**src/rtl/dac_feeder_pkg.sv**
```systemverilog
// rtl/dac_feeder_pkg.sv - shared types and constants for the DAC sample feeder
package dac_feeder_pkg;

  typedef enum logic [1:0] {
    ST_IDLE  = 2'd0,
    ST_PRIME = 2'd1,
    ST_RUN   = 2'd2
  } state_t;

  localparam int OUT_LANES = 5;
  localparam int DW_DEF = 14;
  localparam logic [DW_DEF-1:0] IDLE_CODE_DEF = 14'h2000;

  typedef logic [DW_DEF-1:0] sample_t;

endpackage

```
**src/rtl/sample_gearbox.sv**
```systemverilog
// rtl/sample_gearbox.sv - sample buffer that removes the oldest OUT_LANES samples
// and appends an IN_LANES beat behind the residual in the same edge.
module sample_gearbox
  import dac_feeder_pkg::*;
#(
  parameter int DW        = DW_DEF,
  parameter int IN_LANES  = 8,
  parameter int BUF_DEPTH = 16,
  parameter int CW        = $clog2(BUF_DEPTH + 1)
) (
  input  logic                              clk_i,
  input  logic                              rst_i,
  input  logic                              flush_i,
  input  logic                              append_i,
  input  logic                              consume_i,
  input  logic [IN_LANES-1:0][DW-1:0]       in_data_i,
  output logic [CW-1:0]                     count_o,
  output logic [OUT_LANES-1:0][DW-1:0]      head_o
);

  localparam int AW = $clog2(BUF_DEPTH);
  localparam int LW = $clog2(IN_LANES);

  logic [DW-1:0] buf_q [BUF_DEPTH];
  logic [DW-1:0] buf_d [BUF_DEPTH];
  logic [CW-1:0] count_q, count_d;
  int            rem;

  always_comb begin
    rem = int'(count_q) - (consume_i ? OUT_LANES : 0);
    for (int p = 0; p < BUF_DEPTH; p++) begin
      buf_d[p] = buf_q[p];
      if (p < rem) begin
        // residual slides to the front; the modulo only keeps the index in range
        if (consume_i) buf_d[p] = buf_q[AW'((p + OUT_LANES) % BUF_DEPTH)];
      end else if (append_i && (p - rem) < IN_LANES) begin
        buf_d[p] = in_data_i[LW'(p - rem)];
      end
    end
    count_d = CW'(rem + (append_i ? IN_LANES : 0));
    if (flush_i) count_d = '0;
  end

  always_ff @(posedge clk_i) begin
    if (rst_i) count_q <= '0;
    else       count_q <= count_d;
  end

  always_ff @(posedge clk_i) begin
    buf_q <= buf_d;
  end

  always_comb begin
    for (int i = 0; i < OUT_LANES; i++) head_o[i] = buf_q[i];
  end

  assign count_o = count_q;

endmodule

```
**src/rtl/dac_sample_feeder.sv**
```systemverilog
// rtl/dac_sample_feeder.sv - 8-to-5 sample feeder for the DAC interface with
// priming, idle-code underflow substitution and a ramp bring-up pattern.
module dac_sample_feeder
  import dac_feeder_pkg::*;
#(
  parameter int            DW          = DW_DEF,
  parameter int            IN_LANES    = 8,
  parameter int            BUF_DEPTH   = 16,
  parameter int            START_LEVEL = 10,
  parameter logic [DW-1:0] IDLE_CODE   = IDLE_CODE_DEF
) (
  input  logic                         sysclk_in,
  input  logic                         sys_reset,
  input  logic                         enable,
  input  logic                         pattern_sel,
  input  logic [IN_LANES*DW-1:0]       s_data,
  input  logic                         s_valid,
  output logic                         s_ready,
  output logic [OUT_LANES-1:0][DW-1:0] data_out,
  output logic                         running,
  output logic                         underflow,
  output logic [15:0]                  underflow_cnt
);

  localparam int CW = $clog2(BUF_DEPTH + 1);
  localparam logic [CW-1:0] START_C = CW'(START_LEVEL);
  localparam logic [CW-1:0] OUT_C   = CW'(OUT_LANES);

  state_t                       state_q, state_d;
  logic                         ramp_q, ramp_d;
  logic [DW-1:0]                base_q, base_d;
  logic [OUT_LANES-1:0][DW-1:0] data_q, data_d;
  logic                         uf_q, uf_d;
  logic [15:0]                  ucnt_q, ucnt_d;

  logic [CW-1:0]                count;
  logic [OUT_LANES-1:0][DW-1:0] head;
  logic                         stream_run, consume, room, append, flush;
  int                           level_after;

  // Ready depends on registered state only, so it never waits on s_valid.
  always_comb begin
    stream_run  = (state_q == ST_RUN) && !ramp_q;
    consume     = stream_run && (count >= OUT_C);
    level_after = int'(count) - (consume ? OUT_LANES : 0) + IN_LANES;
    room        = level_after <= BUF_DEPTH;
    s_ready     = ((state_q == ST_PRIME) || stream_run) && room;
  end

  assign append = s_valid && s_ready;
  assign flush  = !enable || (state_q == ST_IDLE);

  sample_gearbox #(
    .DW        (DW),
    .IN_LANES  (IN_LANES),
    .BUF_DEPTH (BUF_DEPTH),
    .CW        (CW)
  ) u_gearbox (
    .clk_i     (sysclk_in),
    .rst_i     (sys_reset),
    .flush_i   (flush),
    .append_i  (append),
    .consume_i (consume),
    .in_data_i (s_data),
    .count_o   (count),
    .head_o    (head)
  );

  always_comb begin
    state_d = state_q;
    ramp_d  = ramp_q;
    base_d  = base_q;
    uf_d    = uf_q;
    ucnt_d  = ucnt_q;
    data_d  = {OUT_LANES{IDLE_CODE}};
    if (!enable) begin
      state_d = ST_IDLE;
    end else begin
      case (state_q)
        ST_IDLE: begin
          state_d = pattern_sel ? ST_RUN : ST_PRIME;
          ramp_d  = pattern_sel;
          base_d  = '0;
          uf_d    = 1'b0;
          ucnt_d  = '0;
        end
        ST_PRIME: begin
          if (count >= START_C) state_d = ST_RUN;
        end
        ST_RUN: begin
          if (ramp_q) begin
            for (int i = 0; i < OUT_LANES; i++) data_d[i] = base_q + DW'(i);
            base_d = base_q + DW'(OUT_LANES);
          end else if (consume) begin
            data_d = head;
          end else begin
            uf_d = 1'b1;
            if (ucnt_q != 16'hFFFF) ucnt_d = ucnt_q + 16'd1;
          end
        end
        default: state_d = ST_IDLE;
      endcase
    end
  end

  always_ff @(posedge sysclk_in) begin
    if (sys_reset) begin
      state_q <= ST_IDLE;
      ramp_q  <= 1'b0;
      base_q  <= '0;
      data_q  <= {OUT_LANES{IDLE_CODE}};
      uf_q    <= 1'b0;
      ucnt_q  <= '0;
    end else begin
      state_q <= state_d;
      ramp_q  <= ramp_d;
      base_q  <= base_d;
      data_q  <= data_d;
      uf_q    <= uf_d;
      ucnt_q  <= ucnt_d;
    end
  end

  assign data_out      = data_q;
  assign running       = (state_q == ST_RUN);
  assign underflow     = uf_q;
  assign underflow_cnt = ucnt_q;

endmodule
```
**config.mk**
```make
export PLATFORM = sky130hd
export DESIGN_NAME = dac_sample_feeder
export DESIGN_NICKNAME = d
export VERILOG_FILES = /design/src/rtl/dac_feeder_pkg.sv /design/src/rtl/sample_gearbox.sv /design/src/rtl/dac_sample_feeder.sv
export SDC_FILE = /design/constraint.sdc
export NUM_CORES = 1
export LEC_CHECK = 0
export BUFFER_PORTS_ARGS = -buffer_cell sky130_fd_sc_hd__buf_2
export CAP_MARGIN = 20
export CORE_ASPECT_RATIO = 1.4
export CORE_MARGIN = 5
export CORE_UTILIZATION = 50
export DETAILED_ROUTE_END_ITERATION = 8
export HOLD_SLACK_MARGIN = 0.05
export PLACE_DENSITY = 0.74
export REMOVE_ABC_BUFFERS = 1
export SYNTH_ARGS = -nofsm -noshare
export SYNTH_HDL_FRONTEND = slang
export SYNTH_SLANG_ARGS = --single-unit
```
**constraint.sdc**
```tcl
create_clock -name sysclk_in -period 12.6 [get_ports sysclk_in]
set_input_delay 1.26 -clock sysclk_in [delete_from_list [all_inputs] [get_ports sysclk_in]]
set_output_delay 1.26 -clock sysclk_in [all_outputs]
set_load 0.01 [all_outputs]
```
==> metrics.md <==
| Metric | Value |
|---|---|
| DR WL/cell | `21.7 µm` |
| Pins Over Slew Limit | `0` |
| Die Wd | `154 µm` |
| Maxcap violations | `0` |
| Clock Power Share | `0.416` |
| Post-synthesis sequential area ratio | `0.380` |
| Diode count | `0` |
| Buffers on Ports | `205` |
| Die Y | `212 µm` |
| Worst slew pin tran | `1.14 ns` |
| Final nets | `1,826` |
| Vias in the first global route | `12,100` |
| H-tree depth | `1` |
| Clock sinks | `221` |
| Met3 WL | `3080 µm` |
| Via/cell ratio | `6.14` |
| Pwr Total | `0.00162 W` |
| Std-Cell Rows | `74` |
| Post-synth EDFFs | `112` |
| Detailed Route Iter0 Violations | `1,082` |
| Top_reg_cell synth | `edfxtp_1` |
| Power Density | `97.7 nW/µm²` |
| I/O pins | `206` |
| Min setup slack post-route | `4.92 ns` |
| Final GP Congestion | `0.929` |
| TNS Setup | `0 ns` |
| Top sig layer | `met5` |
| Tcrit/Tclk final | `0.609` |
| Routed wl met2 | `22,700 µm` |
| Drt total wl | `44,000 µm` |
| Util after Layout | `0.573` |
| P&R area growth vs syn | `13.6%` |
| Mean Syn Cell Area | `9.78 µm²` |
| First-pass GRT wire length | `66,400 µm` |
| Req. time, crit path | `12.84 ns` |
| Final min period | `7.68 ns` |
| Met1 wire length | `16,400 µm` |
| # setup viols final | `0` |
| RSZ-0062 raised after global routing | `no` |
| Antenna Nets Post-Route | `0` |
| DP HPWL | `31,200 µm` |
| Synth async-reset ratio | `0` |
| Layout cells sized above 1 | `0.243` |
| Switch Pwr | `0.000400 W` |
| All-Layer GR Usage | `0.257` |
| Critical Path Source Type | `register` |
| Via count | `12,400` |
| Worst-path maximum fanout | `73` |
| Antenna violations before repair | `1` |
| Clock latency on the worst-skew pair | `0.53 ns` |
| Clock Skew | `0.0128 ns` |
| CP most frequent cell | `ha_1` |
| Hold Violations, Final | `0` |
| Leak | `6.78 nW` |
| Critical Path AT | `7.91 ns` |
| Critical path's largest stage delay | `0.86 ns` |
| Seq pwr share | `0.485` |
| Pre-CTS setup slack | `4.98 ns` |
| Endpoint type of the worst setup path | `register` |
| Post-synth cell types | `71` |
| Die area | `32,800 µm²` |
| Switch share | `0.247` |
| Clk buf depth | `3` |
| Clk root buf | `clkbuf_16` |
| Worst path slowest cell | `o21ai_1` |
| Max Fclk | `0.130 GHz` |
| Synth Instances | `1,493` |
| Setup Fix Bufs, Post-CTS | `0` |
| Number of synthesized register bits | `221` |
| Crit-path cells | `nand2b_1 > nor2_1 > and2_2 > buf_4 > inv_1 > ha_1 > inv_1 > o211ai_2 > nand2_2 > inv_2 > nand2_1 > inv_2 > ha_1 > nand3_1 > ha_1 > nor4b_1 > nand4_1 > nor2_1 > a41oi_1 > o21ai_1 > buf_4` |
| Worst vdd ir | `0.0000982 V` |
| Rel. slew slack | `0.241` |
| WS Path Type | `reg -> reg` |
| Num CTS Buffers | `23` |
| TritonRoute pass-1 iters | `7` |
| Mapped Area | `14,600 µm²` |
| Power Internal | `0.00122 W` |
| DRC | `0` |
| Pin count of the biggest net entering global routing | `74` |
| Combinational power share | `0.099` |
| Outcome | `complete, no violations` |
| Hold crit path type | `reg -> reg` |
| R2r setup slk | `4.92 ns` |
| Global route overflow | `0` |
| Post_cts resized | `0` |
| CTS tree | `done` |
| Number of synthesis warnings | `0` |
| Core area | `29,000 µm²` |
| Clock Pin Slew Worst Setup and Hold Paths | `0.07 ns` |
| Post-CTS Hold Fix Bufs | `0` |
| Initial Utilization | `0.504` |
[logic make-up after synthesis]
group	Yosys count	share of synthesized area
buffers and inverters	153	0.0420
AND/OR/NAND/NOR	468	0.145
multiplexers	199	0.189
XOR/XNOR	76	0.0497
AO/OA/AOI/OAI	294	0.124
flip-flops	221	0.380
adder cells (fa/ha/maj)	82	0.0703
[power by group through the flow]
| stage | sequential (W) | combinational (W) | clock, W |
|---|---|---|---|
| 2_1_floorplan | 0.000802 | 0.0000885 | 0 |
| 3_3_place_gp | 0.000801 | 0.000152 | 0 |
| 3_5_place_dp | 0.000802 | 0.000157 | 0 |
| 4_1_cts | 0.000786 | 0.000157 | 0.000683 |
| 5_1_grt | 0.000787 | 0.000173 | 0.000711 |
| 6_report | 0.000786 | 0.000160 | 0.000675 |
[critical path: cells and delay by family (launching register included)]
kind                       cells  cell delay (ns)
buffers and inverters          6             2.17
DFF                            1             0.53
adders and majority gates      3             1.44
AOI/OAI and AO/OA              3             1.62
and+or+nand+nor                9             1.60
[cells in the final DEF (no fill, tap or decap), types with 5 or more instances in the layout]
cell type	count
clkbuf_16	25
clkinv_2	6
a21o_1	6
o21ai_0	98
a21oi_1	65
nor2b_1	9
a211oi_1	6
a31oi_1	6
buf_4	20
buf_2	205
xor2_1	22
nand3_1	36
nand2b_1	11
dfxtp_1	108
nand4b_1	9
mux2i_1	84
ha_1	79
mux4_2	56
xnor2_1	50
mux2_2	55
nand4_1	25
o211ai_1	5
a22oi_1	55
nor4b_1	7
o21ai_1	17
edfxtp_1	112
nor2_1	150
nor3_1	17
nand2_1	172
or3_1	8
inv_1	30
[synth_stat cells, types with 17 or more instances]
cell type | count | area share
mux2_2 | 55 | 0.042
nor2_1 | 150 | 0.039
mux4_2 | 56 | 0.086
o21ai_0 | 98 | 0.034
ha_1 | 82 | 0.070
a21oi_1 | 65 | 0.022
xnor2_1 | 50 | 0.030
inv_1 | 31 | 0.0080
nand3_1 | 36 | 0.012
buf_1 | 17 | 0.0044
dfxtp_1 | 109 | 0.15
edfxtp_1 | 112 | 0.23
o21ai_1 | 18 | 0.0062
nand2_1 | 173 | 0.044
nand4_1 | 25 | 0.011
a22oi_1 | 55 | 0.028
nor3_1 | 17 | 0.0058
mux2i_1 | 85 | 0.058
xor2_1 | 22 | 0.013
clkbuf_1 | 79 | 0.020
[layer usage]
metal,GRT usage,vias up
met5,0,-
met4,0.101,2
met3,0.0371,108
met2,0.465,584
met1,0.308,5986
li1,-,5738
[worst paths after layout]
kind,startpoint,endpoint,cells past startpoint
setup / recovery,state_q[1]$_SDFFE_PP0P_,u_gearbox.head_o[11]$_DFFE_PP_,21
hold / removal,underflow$_SDFFE_PP0P_,underflow$_SDFFE_PP0P_,2
setup reg to reg,state_q[1]$_SDFFE_PP0P_,u_gearbox.head_o[11]$_DFFE_PP_,21
hold reg to reg,underflow$_SDFFE_PP0P_,underflow$_SDFFE_PP0P_,2
[sequential cells by signal, indices dropped and copies added (netlist names)]
| name | flops |
|---|---|
| underflow | 1 |
| underflow_cnt | 16 |
| base_q | 14 |
| u_gearbox.count_o | 5 |
| u_gearbox.buf_q | 42 |
| state_q | 2 |
| ramp_q | 1 |
| u_gearbox.head_o | 70 |
| data_out | 70 |
[stage by stage]
| stage | cells | hold WS [ns] | cell area [µm²] |
|---|---|---|---|
| final | 2024 | 0.466 | 16600 |
| after global routing | 2024 | 0.481 | 16600 |
| after CTS | 2023 | 0.469 | 16600 |
| after detailed placement | 1981 | 0.459 | 15800 |
| after global placement | 1981 | 0.447 | 15800 |
| after floorplan | 1376 | 0.448 | 14100 |
[final cells by class]
class / count / area, µm²
clock buffer: 30 / 664
clock inverter: 12 / 77.6
fill: 2484 / 12400
inverter: 36 / 135
multi-input combinational: 1119 / 8490
sequential: 221 / 5550
tap: 380 / 475
timing repair buffer: 226 / 1200
(Power assumes the default switching activity.)
